## src/rtl/ppu_ap_chain_top.sv

```systemverilog
// ppu_ap_chain_top
// ----------------
// ap_ctrl_chain control wrapper placed between HLS host logic and a pipelined
// posit processing unit. Ops are admitted against a credit pool of DEPTH
// entries; results return from the core in issue order. Each returned result
// is parked in a small FIFO until the host consumes it with ap_continue.
//
// Ports
//   ap_clk, ap_rst_n        clock, synchronous active-low reset
//   ap_start, ppu_in1/2,    host op request with operands and opcode
//   ppu_op
//   ap_ready                op accepted this cycle when ap_start & ap_ready
//   ap_continue             host consumes head result when ap_done & ap_continue
//   ap_done, ppu_valid_o    head result valid (identical signals)
//   ppu_out                 head result, 0 when the buffer is empty
//   ap_idle                 nothing in flight and nothing buffered
//   core_in_valid_o         launch into the core (= accept)
//   core_operand1/2_o,      combinational pass-through of the operands/opcode
//   core_op_o
//   core_out_valid_i,       core result, one per launched op, in order
//   core_result_i
//   err_o                   sticky: core returned a result nobody asked for
//
// Handshake semantics (both sides): a transfer happens on a rising edge where
// the producer's valid (ap_start / ap_done) and the consumer's ready
// (ap_ready / ap_continue) are both high. ap_ready and ap_done depend only on
// registered state, never on ap_start or ap_continue, so there is no
// combinational path from the host's valid/ready back to ours.

module ppu_ap_chain_top #(
    parameter int WORD    = 32,
    parameter int OP_SIZE = 3,
    parameter int DEPTH   = 4
) (
    input  logic               ap_clk,
    input  logic               ap_rst_n,
    input  logic               ap_start,
    input  logic [WORD-1:0]    ppu_in1,
    input  logic [WORD-1:0]    ppu_in2,
    input  logic [OP_SIZE-1:0] ppu_op,
    output logic               ap_ready,
    input  logic               ap_continue,
    output logic               ap_done,
    output logic               ppu_valid_o,
    output logic [WORD-1:0]    ppu_out,
    output logic               ap_idle,
    output logic               core_in_valid_o,
    output logic [WORD-1:0]    core_operand1_o,
    output logic [WORD-1:0]    core_operand2_o,
    output logic [OP_SIZE-1:0] core_op_o,
    input  logic               core_out_valid_i,
    input  logic [WORD-1:0]    core_result_i,
    output logic               err_o
);

    localparam int CW = $clog2(DEPTH + 1);
    localparam int AW = $clog2(DEPTH);

    localparam logic [CW:0]   DEPTH_SUM = (CW + 1)'(DEPTH);
    localparam logic [CW-1:0] LAST_PTR  = CW'(DEPTH - 1);
    localparam logic [CW-1:0] ONE       = CW'(1);

    logic [CW-1:0] inflight;
    logic [CW-1:0] count;
    logic [CW-1:0] wr_ptr;
    logic [CW-1:0] rd_ptr;
    logic          err;

    logic [WORD-1:0] mem [DEPTH];

    logic [CW:0] credit_used;
    logic        accept;
    logic        ret_legal;
    logic        ret_spurious;
    logic        push;
    logic        pop;

    function automatic logic [CW-1:0] ptr_inc(input logic [CW-1:0] p);
        return (p == LAST_PTR) ? '0 : p + ONE;
    endfunction

    // One extra bit so the sum of two CW-wide counters cannot wrap.
    assign credit_used  = {1'b0, inflight} + {1'b0, count};

    // Credits cover both ops still in the core and results waiting in the
    // FIFO, so a push can never find the FIFO full.
    assign ap_ready     = ap_rst_n & (credit_used < DEPTH_SUM);
    assign accept       = ap_start & ap_ready;

    // A return with nothing outstanding is a core/protocol fault: it is
    // flagged and the data dropped, leaving all bookkeeping untouched.
    assign ret_legal    = core_out_valid_i & (inflight != '0);
    assign ret_spurious = core_out_valid_i & (inflight == '0);
    assign push         = ret_legal;

    assign ap_done      = (count != '0);
    assign pop          = ap_done & ap_continue;

    assign ppu_valid_o     = ap_done;
    assign ppu_out         = ap_done ? mem[rd_ptr[AW-1:0]] : '0;
    assign ap_idle         = (inflight == '0) & (count == '0);
    assign err_o           = err;

    assign core_in_valid_o = accept;
    assign core_operand1_o = ppu_in1;
    assign core_operand2_o = ppu_in2;
    assign core_op_o       = ppu_op;

    always_ff @(posedge ap_clk) begin
        if (!ap_rst_n) begin
            inflight <= '0;
            count    <= '0;
            wr_ptr   <= '0;
            rd_ptr   <= '0;
            err      <= 1'b0;
        end else begin
            case ({accept, ret_legal})
                2'b10:   inflight <= inflight + ONE;
                2'b01:   inflight <= inflight - ONE;
                default: ;
            endcase

            case ({push, pop})
                2'b10:   count <= count + ONE;
                2'b01:   count <= count - ONE;
                default: ;
            endcase

            if (push) begin
                wr_ptr <= ptr_inc(wr_ptr);
            end
            if (pop) begin
                rd_ptr <= ptr_inc(rd_ptr);
            end
            if (ret_spurious) begin
                err <= 1'b1;
            end
        end
    end

    // Storage is deliberately not reset; count gates visibility.
    always_ff @(posedge ap_clk) begin
        if (ap_rst_n && push) begin
            mem[wr_ptr[AW-1:0]] <= core_result_i;
        end
    end

endmodule
```

## config.mk

```make
export PLATFORM = sky130hd
export DESIGN_NAME = ppu_ap_chain_top
export DESIGN_NICKNAME = d
export VERILOG_FILES = /design/src/rtl/ppu_ap_chain_top.sv
export SDC_FILE = /design/constraint.sdc
export NUM_CORES = 1
export LEC_CHECK = 0
export CAP_MARGIN = 20
export CORE_ASPECT_RATIO = 0.8
export CORE_MARGIN = 3
export CORE_UTILIZATION = 35
export DETAILED_ROUTE_END_ITERATION = 8
export GPL_ROUTABILITY_DRIVEN = 0
export MAX_ROUTING_LAYER = met4
export PLACE_DENSITY = 0.67
export SETUP_SLACK_MARGIN = 0.15
export SYNTH_ARGS = -nofsm -noshare
export SYNTH_HDL_FRONTEND = slang
export SYNTH_SLANG_ARGS = --single-unit
```

## constraint.sdc

```tcl
create_clock -name ap_clk -period 3.4 [get_ports ap_clk]
set_clock_uncertainty 0.15 [all_clocks]
set_input_delay 0.34 -clock ap_clk [delete_from_list [all_inputs] [get_ports ap_clk]]
set_output_delay 0.34 -clock ap_clk [all_outputs]
set_load 0.02 [all_outputs]
```

==> results.yml <==
global_routing:
  grt_first_pass_wirelength_um: 17600
  grt_max_degree: 23
  grt_usage_pct: 12.4
  grt_pass1_vias: 3226
  antenna_found_initial: 0
  grt_overflow_total: 0
die:
  die_y_um: 125
  dieArea_sq_um: 19400
  core-area_sq_um: 17000
  rows: 42
  io_pins: 209
  start_util_pct: 36.5
  dieWidth_um: 155
detailed_routing:
  first_iter_violations: 220
  routed_wl_um: 11400
  ant_nets: 0
  dr_total_vias: 2977
  avgRoutedWirePerCell_um: 18.6
  drc: 0
  drt_first_pass_iters: 4
  drt-vias-per-instance: 4.84
logic_synthesis:
  yosys.area.top_type_share_pct: 62.0
  ys_types: 33
  synth_commonest_cells: "edfxtp_1 (128), buf_4 (68), and2_1 (37), mux4_2 (30), dfxtp_1 (15)"
  synth_warnings: 0
  synth-compound-area-share_pct: 1.67
  synth.most_common_cell: "edfxtp_1"
  synthMuxAreaShare_pct: 11.7
  ys_seq_elements: 143
  synth_simple_gate_area_share_pct: 6.11
  synth.net_count: 474
  synthArstFlopShare_pct: 0
  syn_avg_cell_area_sq_um: 17.3
  synthFlopType: "edfxtp_1"
  synth_top_cell_by_area: "edfxtp_1"
  yosysSeqAreaShare_pct: 66.8
  synthAdderAreaFrac_pct: 2.46
  synth_area_leaders: "edfxtp_1 (62%), mux4_2 (11%), buf_4 (8.2%)"
  netlist_instances: 359
  synth_edf_count: 128
  synth_top_family_by_area: "multiplexers"
  synth_xor_area_share_pct: 0.565
  mappedNetlistArea_sq_um: 6200
critical_path:
  critPathRequiredTime_ns: 2.91
  crit_type: "flop to primary output"
  arrival_ns: 2.59
  end_kind: "primary output"
  crit_path_max_fanout: 6
  cp-start-kind: "flop"
sta:
  setup_viol: 0
  period_share_pct: 90.6
  report.final.slew_viol_count: 0
  max-slew-margin-rel_pct: 65.6
  rsz0062_at_grt: "no"
  post-route-min-period_ns: 3.08
  hold_violations: 0
  clock.fmax_mhz: 325
  worstMarginPinSlew_ns: 0.516
  fin_tns_setup_ns: 0
clock_tree:
  clock_sinks: 143
  clk_path_buf_depth: 2
  clk_pin_slew_ns: 0.06
  cts_buffers: 17
  htreeDepth: 4
  cts_root_buf: "clkbuf_16"
  clk_latency_ns: 0.41
  tritoncts: "built"
place:
  numPortBuffers: 74
  placed_cell_area_sq_um: 6730
  hpwl_um: 7460
power:
  p_switching_mw: 1.51
  ir_drop_v: 0.000328
  combinationalPowerShare_pct: 28.0
  sequentialPowerShare_pct: 39.2
  p_int_mw: 3.95
  pwr_density_cell_nw_per_um2: 748
  p_total_mw: 5.47
  swShare_pct: 27.7
  p_leak_nw: 2.39
  power_frac_clock_pct: 32.8
layout:
  fillers: 1457
  final-seq-area_sq_um: 4150
  num_antenna_cells: 0
  multi_input_area_sq_um: 1410
  drive_gt1_share_pct: 20.0
  fin_nets: 498
  area_growth_pct: 17.9
  stdcell_area_sq_um: 7310
flow_run:
  cap_viol_max_count: 0
status:
  status: "complete, no violations"
min_path:
  holdCritPathClass: "flop to flop"
-- metrics by stage --
| step | utilization, % | hold slack [ns] | setup slack, ns | instances |
|---|---|---|---|---|
| after global routing | 43.1 | 0.310 | 0.233 | 615 |
| after detailed placement | 39.7 | 0.283 | 0.573 | 584 |
| after floorplan | - | 0.257 | 0.676 | 359 |
| after global placement | 39.7 | 0.264 | 0.645 | 584 |
| after CTS | 43.0 | 0.292 | 0.228 | 615 |
| final | 43.1 | 0.288 | 0.321 | 615 |
-- worst paths after layout --
check	from	to	slack [ns]	cells after the start
setup reg to reg	inflight[2]	inflight[2]	0.66	10
hold / removal	wr_ptr[2]	wr_ptr[2]	0.29	2
setup / recovery	inflight[2]	core_in_valid_o	0.32	5
hold reg to reg	wr_ptr[2]	wr_ptr[2]	0.29	2
-- cell type report --
class	count	area share, %
Tap cell	220	3.76
Inverter	10	0.513
Sequential cell	143	56.7
Multi-Input combinational cell	125	19.3
Clock inverter	14	2.05
Clock buffer	17	5.82
Timing Repair Buffer	86	11.9
-- placed cells by master, fill, tap and decap left out, types with 4 or more instances in the layout --
cell type / n
edfxtp_1: 128
clkdlybuf4s50_1: 74
and2_1: 37
mux4_2: 30
clkbuf_16: 17
dfxtp_1: 13
inv_1: 10
ha_1: 9
buf_4: 9
nand2_1: 7
o21ai_0: 7
clkinv_2: 5
and3_2: 4
-- worst max-delay path, cell delays in order, from the launching register on --
cell and delay, ns:
dfxtp_1 0.44, ha_1 0.26, or4b_1 0.52, a31oi_2 0.21
and2_1 0.15, clkdlybuf4s50_1 0.59
-- cells by family after synthesis --
group | count (synthesis)
compound gates | 16
xor+xnor | 4
fa+ha+maj | 11
buf+inv | 91
flops | 143
mux | 32
simple gates | 62
-- timing repair --
item                       CTS  global route
gates resized for setup      0             1
hold buffers                 0             0
setup endpoints to repair    0             1
buffers inserted             0             0
-- power groups by stage --
stage | Sequential [mW] | Combinational, mW | Clock (mW)
after global placement | 2.17 | 1.52 | 0
after CTS | 2.15 | 1.56 | 1.83
after floorplan | 2.14 | 1.10 | 0
after detailed placement | 2.18 | 1.55 | 0
after global routing | 2.16 | 1.65 | 1.91
final | 2.14 | 1.53 | 1.79
-- metal layers --
layer / vias up / GRT usage (%) / wire length (um)
met5: - / - / 0
met4: 0 / 5.56 / 329
met3: 39 / 4.53 / 747
met2: 105 / 18.8 / 5510
met1: 1502 / 15.0 / 4840
li1: 1331 / - / -
-- flip-flops by register name, summed over array words and instances (netlist names), named ones only --
| register | count |
|---|---|
| inflight | 3 |
| wr_ptr | 3 |
| mem | 128 |
| count | 3 |
| err_o | 1 |
| rd_ptr | 3 |
Note: power is estimated with default switching activity, not from simulation.
